$ cat config.mk
export PLATFORM = sky130hd
export DESIGN_NAME = xg_lsu
export DESIGN_NICKNAME = d
export VERILOG_FILES = /design/src/rtl/xg_lsu.sv
export SDC_FILE = /design/constraint.sdc
export NUM_CORES = 1
export LEC_CHECK = 0
export BUFFER_PORTS_ARGS = -buffer_cell sky130_fd_sc_hd__clkbuf_2
export CAP_MARGIN = 10
export CORE_UTILIZATION = 51
export DETAILED_ROUTE_END_ITERATION = 10
export MAX_ROUTING_LAYER = met4
export PLACE_DENSITY = 0.85
export SKIP_CTS_REPAIR_TIMING = 1
export SLEW_MARGIN = 30
export SYNTH_ARGS = -nofsm -noshare
export SYNTH_HDL_FRONTEND = slang
export SYNTH_SLANG_ARGS = --single-unit
$ cat constraint.sdc
create_clock -name clk -period 5.13 [get_ports clk]
set_input_delay 0.2565 -clock clk [delete_from_list [all_inputs] [get_ports clk]]
set_output_delay 0.2565 -clock clk [all_outputs]
set_load 0.03 [all_outputs]
$ cat src/rtl/xg_lsu.sv
// Load/store unit: turns the datapath's load/store into a req/ack data-memory
// access, stalling the core until the access completes or is rejected.
module xg_lsu #(
    parameter int XLEN      = 32,
    parameter int ADDR_SIZE = 32
) (
    input  logic                 clk,
    input  logic                 reset,
    input  logic                 memread,
    input  logic                 memwrite,
    input  logic [2:0]           funct3,
    input  logic [ADDR_SIZE-1:0] addr,
    input  logic [XLEN-1:0]      wdata,
    output logic                 stall,
    output logic                 done,
    output logic [XLEN-1:0]      rdata,
    output logic                 misalign,
    output logic                 dmem_req,
    output logic                 dmem_we,
    output logic [ADDR_SIZE-1:0] dmem_addr,
    output logic [3:0]           dmem_be,
    output logic [XLEN-1:0]      dmem_wdata,
    input  logic [XLEN-1:0]      dmem_rdata,
    input  logic                 dmem_ack,
    output logic [1:0]           state_dbg
);

    // Memory handshake: dmem_req rises the cycle after an access is accepted
    // and stays high, with every dmem_* output frozen, until the cycle in
    // which dmem_ack=1 is sampled; req drops on the following edge.

    typedef enum logic [1:0] {IDLE = 2'd0, BUSY = 2'd1, DONE = 2'd2} state_t;

    state_t                 state_q, state_d;
    logic                   req_q, req_d;
    logic                   we_q, we_d;
    logic [ADDR_SIZE-1:0]   addr_q, addr_d;
    logic [3:0]             be_q, be_d;
    logic [XLEN-1:0]        wdata_q, wdata_d;
    logic [XLEN-1:0]        rdata_q, rdata_d;
    logic                   done_q, done_d;
    logic                   mis_q, mis_d;
    logic [1:0]             size_q, size_d;
    logic                   uns_q, uns_d;
    logic [1:0]             off_q, off_d;

    logic                   access;
    logic                   illegal;
    logic [3:0]             be_c;
    logic [XLEN-1:0]        st_c;
    logic [7:0]             ld_byte;
    logic [15:0]            ld_half;
    logic [XLEN-1:0]        ld_ext;

    assign access  = memread | memwrite;
    assign illegal = (funct3 == 3'b011) || (funct3 == 3'b110) || (funct3 == 3'b111)
                   || ((funct3[1:0] == 2'b01) && addr[0])
                   || ((funct3[1:0] == 2'b10) && (addr[1:0] != 2'b00));

    always_comb begin
        be_c = 4'b1111;
        st_c = wdata;
        case (funct3[1:0])
            2'b00: begin
                be_c = 4'b0001 << addr[1:0];
                st_c = {4{wdata[7:0]}};
            end
            2'b01: begin
                be_c = 4'b0011 << {addr[1], 1'b0};
                st_c = {2{wdata[15:0]}};
            end
            default: ;
        endcase
    end

    // Extraction uses the offset and size captured at request time, not the live inputs.
    always_comb begin
        ld_byte = dmem_rdata[7:0];
        case (off_q)
            2'd1:    ld_byte = dmem_rdata[15:8];
            2'd2:    ld_byte = dmem_rdata[23:16];
            2'd3:    ld_byte = dmem_rdata[31:24];
            default: ;
        endcase
        ld_half = off_q[1] ? dmem_rdata[31:16] : dmem_rdata[15:0];
        case (size_q)
            2'b00:   ld_ext = {{(XLEN-8){~uns_q & ld_byte[7]}}, ld_byte};
            2'b01:   ld_ext = {{(XLEN-16){~uns_q & ld_half[15]}}, ld_half};
            default: ld_ext = dmem_rdata;
        endcase
    end

    always_comb begin
        state_d = state_q;
        req_d   = req_q;
        we_d    = we_q;
        addr_d  = addr_q;
        be_d    = be_q;
        wdata_d = wdata_q;
        rdata_d = rdata_q;
        done_d  = done_q;
        mis_d   = mis_q;
        size_d  = size_q;
        uns_d   = uns_q;
        off_d   = off_q;
        case (state_q)
            IDLE: begin
                if (access) begin
                    if (illegal) begin
                        state_d = DONE;
                        done_d  = 1'b1;
                        mis_d   = 1'b1;
                        rdata_d = '0;
                    end else begin
                        state_d = BUSY;
                        req_d   = 1'b1;
                        we_d    = memwrite;
                        addr_d  = {addr[ADDR_SIZE-1:2], 2'b00};
                        be_d    = be_c;
                        wdata_d = st_c;
                        size_d  = funct3[1:0];
                        uns_d   = funct3[2];
                        off_d   = addr[1:0];
                    end
                end
            end
            BUSY: begin
                if (dmem_ack) begin
                    state_d = DONE;
                    req_d   = 1'b0;
                    done_d  = 1'b1;
                    rdata_d = we_q ? '0 : ld_ext;
                end
            end
            DONE: begin
                state_d = IDLE;
                done_d  = 1'b0;
                mis_d   = 1'b0;
            end
            default: state_d = IDLE;
        endcase
    end

    always_ff @(posedge clk) begin
        if (reset) begin
            state_q <= IDLE;
            req_q   <= 1'b0;
            we_q    <= 1'b0;
            addr_q  <= '0;
            be_q    <= '0;
            wdata_q <= '0;
            rdata_q <= '0;
            done_q  <= 1'b0;
            mis_q   <= 1'b0;
            size_q  <= '0;
            uns_q   <= 1'b0;
            off_q   <= '0;
        end else begin
            state_q <= state_d;
            req_q   <= req_d;
            we_q    <= we_d;
            addr_q  <= addr_d;
            be_q    <= be_d;
            wdata_q <= wdata_d;
            rdata_q <= rdata_d;
            done_q  <= done_d;
            mis_q   <= mis_d;
            size_q  <= size_d;
            uns_q   <= uns_d;
            off_q   <= off_d;
        end
    end

    assign stall      = access & (state_q != DONE);
    assign done       = done_q;
    assign misalign   = mis_q;
    assign rdata      = rdata_q;
    assign dmem_req   = req_q;
    assign dmem_we    = we_q;
    assign dmem_addr  = addr_q;
    assign dmem_be    = be_q;
    assign dmem_wdata = wdata_q;
    assign state_dbg  = state_q;

endmodule

==> run summary <==
## Detailed routing
• 4 — first-pass detailed-route iteration total
• 0 — number of nets with antenna violations after detailed routing
• 213 — Iter 0 DRT Violations
• 13.5 mm — wire length after detailed routing
• 15.8 µm — wire length per cell after detailed routing
• 0 — DRC
• 5.62 — detailed-route vias per instance
• 4817 — vias

## Critical path
• 16 — worst-path maximum fanout
• 2160 ps — Register-to-Register Setup Slack
• sky130_fd_sc_hd__a2111oi_4 — standard cell with the maximum stage delay on the critical path
• compound AO/OA/AOI/OAI gates — dominant delay contributor by cell family on the critical path
• 900 ps — Worst path max stage delay
• 3270 ps — worst path arrival time
• nand2b_1 > o32a_1 > a2111oi_4 > a22o_1 — worst-path cell chain
• register — kind of start point of the critical path
• 5420 ps — Data required, critical path
• reg2reg — class of the most critical setup path
• register — category of the worst setup path capture point
• 0 — Buf+Inv Stages, Crit Path

## Floorplan
• 35 — number of rows in the core area
• 9790 µm² — Total Die Area
• 211 — number of top-level pins
• 98.9 µm — width of the die
• 52.4% — starting density of the core
• 9150 µm² — total core area
• 98.9 µm — Chip Height

## STA
• no — setup repair after global routing missed its margin
• 0 — final number of hold-violating endpoints
• 941 ps — transition time of the tightest slew-check pin
• 0 ps — setup TNS after final layout
• 37.2% — worst relative slew slack
• 0 — final-report max-slew violation count
• 57.9% — final clock period utilization by the worst path
• 2970 ps — time the worst path needs with I/O delays and setup
• 336 MHz — upper clock frequency limit
• 2160 ps — setup slack of the critical path after layout
• 112 ps — final worst hold slack
• 10.7 ps — Post-Route Skew
• 0 — Final setup viols

## Layout
• 0 — number of antenna cells inserted
• 25.4% — synthesis-to-layout area growth
• 848 — post-layout net count
• 32.7% — fraction of final layout cells sized beyond drive strength 1

## Pwr
• 324 nW/µm² — PwrDens
• 34.2% — switching portion of total power
• 1.28 mW — Int Pwr
• 0.666 mW — switching component of the power
• 1.95 mW — Tot Pwr
• 25.4% — portion of total power attributed to the clock network
• 2.73 nW — Pleak
• 25.8% — part of the total power dissipated in combinational logic
• 48.8% — sequential fraction of design power
• 227 µV — worst supply voltage drop on vdd

## CTS
• 109 — clk sinks
• 2 — worst-case clock buffer depth
• sky130_fd_sc_hd__clkbuf_8 — clock root buffer master
• yes — TritonCTS clock tree
• 350 ps — clock latency on the worst-skew pair
• 100 ps — register clock-pin slew on the reported worst setup and hold paths
• 9 — total CTS buffers
• 3 — H-tree depth reported by CTS

## Status
• completed — result of the run

## Logic synthesis
• 45.5% — area fraction of the dominant cell type after synthesis
• 45.5% — fraction of the yosys area taken by sequential cells
• compound AO/OA/AOI/OAI gates — dominant combinational cell family by area after synthesis
• sky130_fd_sc_hd__dfxtp_1 — Synth area leader
• 8.50 µm² — Mean Syn Cell Area
• 15.5% — area share of and/or/nand/nor cells after synthesis
• 0 — number of synthesis warnings
• 0% — Synth Area in XOR/XNOR
• 7.54% — multiplexer share of the synthesized area
• 564 — synthesized instance count
• 0 — number of synthesized flops with an enable pin
• 109 — #FFs+latches synth
• 4790 µm² — summed instance area of the synthesized netlist
• 25.8% — compound-gate portion of the synthesized area
• 45 — count of unique library cells instantiated by Yosys
• sky130_fd_sc_hd__dfxtp_1 46%, sky130_fd_sc_hd__nand2_1 10%, sky130_fd_sc_hd__a21oi_1 7.1%, sky130_fd_sc_hd__a22o_1 5.5%, sky130_fd_sc_hd__mux2i_1 5.4% — largest cells by area after synthesis
• 0% — proportion of synthesized flip-flops having asynchronous set or reset
• 0.783% — Synth Area in Adders
• sky130_fd_sc_hd__dfxtp_1 — commonest register cell after synthesis

## Job
• 0 — count of max-cap constraint violations

## Global routing
• 21.3 mm — first-pass GRT wire length
• 28.0% — total global routing track utilization
• 4450 — via count of the first global-routing pass
• 80 — largest net degree at the start of global routing
• 0 — initial antenna violation count
• 0 — remaining global-route overflow

## Placed design
• 9.86 mm — HPWL Detailed
• 0.869 — last weighted congestion value of the routability-driven placer
• 2020 ps — post-placement setup slack
• 208 — number of buffers added on ports

## Hold path
• in2reg — worst min-delay path class

cell type report:
type	count	area, µm²
clock buffer	12	155
clock inverter	4	31.3
fill	786	3140
inverter	8	30.0
multi-input combinational	401	2400
sequential	109	2180
tap	111	139
timing repair buffer	212	1070
synthesized netlist by cell type (2+ instances only):
cell type                  instances
sky130_fd_sc_hd__a211oi_1         12
sky130_fd_sc_hd__a21o_1           18
sky130_fd_sc_hd__a21oi_1          68
sky130_fd_sc_hd__a22o_1           30
sky130_fd_sc_hd__a311oi_1         11
sky130_fd_sc_hd__a31oi_1           3
sky130_fd_sc_hd__buf_1             2
sky130_fd_sc_hd__buf_2            12
sky130_fd_sc_hd__buf_4             2
sky130_fd_sc_hd__clkbuf_1         31
sky130_fd_sc_hd__dfxtp_1         109
sky130_fd_sc_hd__ha_1              3
sky130_fd_sc_hd__inv_1             7
sky130_fd_sc_hd__mux2_2            7
sky130_fd_sc_hd__mux2i_1          26
sky130_fd_sc_hd__nand2_1         128
sky130_fd_sc_hd__nand2b_1          5
sky130_fd_sc_hd__nor2_1           26
sky130_fd_sc_hd__nor2b_1          10
sky130_fd_sc_hd__nor3_1            2
sky130_fd_sc_hd__o211ai_1          8
sky130_fd_sc_hd__o21ai_0          20
sky130_fd_sc_hd__o22ai_1           2
layer usage:
layer  track usage, %  part of all wire [%]  vias up
met1             33.7                    41     2254
met2             46.0                    50      202
met4             10.7                   2.4        0
met3             5.96                   7.1       22
li1                 -                     -     2339
met5                -                     0        -
cells by family (layout without fill, tap and decap cells):
family,after synthesis,after routing
other cells,1,2
buf+inv,55,236
compound gates,182,182
mux,34,34
flops,109,109
simple gates,180,180
fa+ha+maj,3,3
worst min-delay path: stages:
cell	delay (ps)
sky130_fd_sc_hd__clkbuf_2	80
sky130_fd_sc_hd__nand2_1	40
sky130_fd_sc_hd__a21oi_1	50
cells in the final DEF, fill, tap and decap left out, types with 2 or more instances in the layout:
cell and n:
sky130_fd_sc_hd__nor2b_1 10, sky130_fd_sc_hd__o22ai_1 2, sky130_fd_sc_hd__mux2i_1 26, sky130_fd_sc_hd__a21o_1 18
sky130_fd_sc_hd__a21oi_1 68, sky130_fd_sc_hd__nand2_1 128, sky130_fd_sc_hd__inv_1 7, sky130_fd_sc_hd__buf_4 4
sky130_fd_sc_hd__clkinvlp_4 3, sky130_fd_sc_hd__a311oi_1 11, sky130_fd_sc_hd__dfxtp_1 108, sky130_fd_sc_hd__nand2b_1 5
sky130_fd_sc_hd__clkbuf_2 208, sky130_fd_sc_hd__clkbuf_8 11, sky130_fd_sc_hd__a22o_1 30, sky130_fd_sc_hd__o211ai_1 8
sky130_fd_sc_hd__o21ai_0 20, sky130_fd_sc_hd__nor3_1 2, sky130_fd_sc_hd__mux2_2 7, sky130_fd_sc_hd__a31oi_1 2
sky130_fd_sc_hd__a211oi_1 12, sky130_fd_sc_hd__conb_1 2, sky130_fd_sc_hd__ha_1 3, sky130_fd_sc_hd__nor2_1 25
metrics by stage:
| step | utilization (%) | area, µm² | std cells |
|---|---|---|---|
| 2_1_floorplan | - | 4800 | 565 |
| 3_3_place_gp | 63.5 | 5820 | 841 |
| 3_5_place_dp | 63.6 | 5820 | 841 |
| 4_1_cts | 65.6 | 6010 | 857 |
| 5_1_grt | 65.7 | 6010 | 857 |
| 6_report | 65.7 | 6010 | 857 |
path summary, 6_finish.rpt:
path / from / depth (start not counted) / endpoint
setup / recovery: off_q[1]$_SDFFE_PP0P_ / 4 / rdata[26]$_SDFFE_PP0P_
hold / removal: addr[13] / 3 / dmem_addr[13]$_SDFFE_PP0P_
setup reg to reg: off_q[1]$_SDFFE_PP0P_ / 4 / rdata[26]$_SDFFE_PP0P_
hold reg to reg: dmem_wdata[2]$_SDFFE_PP0P_ / 2 / dmem_wdata[2]$_SDFFE_PP0P_
state kept, by name, indices dropped and copies added (netlist names):
name / cells
dmem_wdata: 32
rdata: 32
dmem_addr: 30
dmem_be: 4
off_q: 2
size_q: 2
state_dbg: 2
dmem_req: 1
dmem_we: 1
done: 1
misalign: 1
uns_q: 1
power by group through the flow:
stage	Combinational, mW	Sequential (mW)	Clock [mW]
2_1_floorplan	0.238	1.07	0
3_3_place_gp	0.487	0.965	0
3_5_place_dp	0.500	0.969	0
4_1_cts	0.502	0.950	0.500
5_1_grt	0.544	0.958	0.534
6_report	0.502	0.950	0.493
No activity file was read; power rests on OpenSTA's default activity.
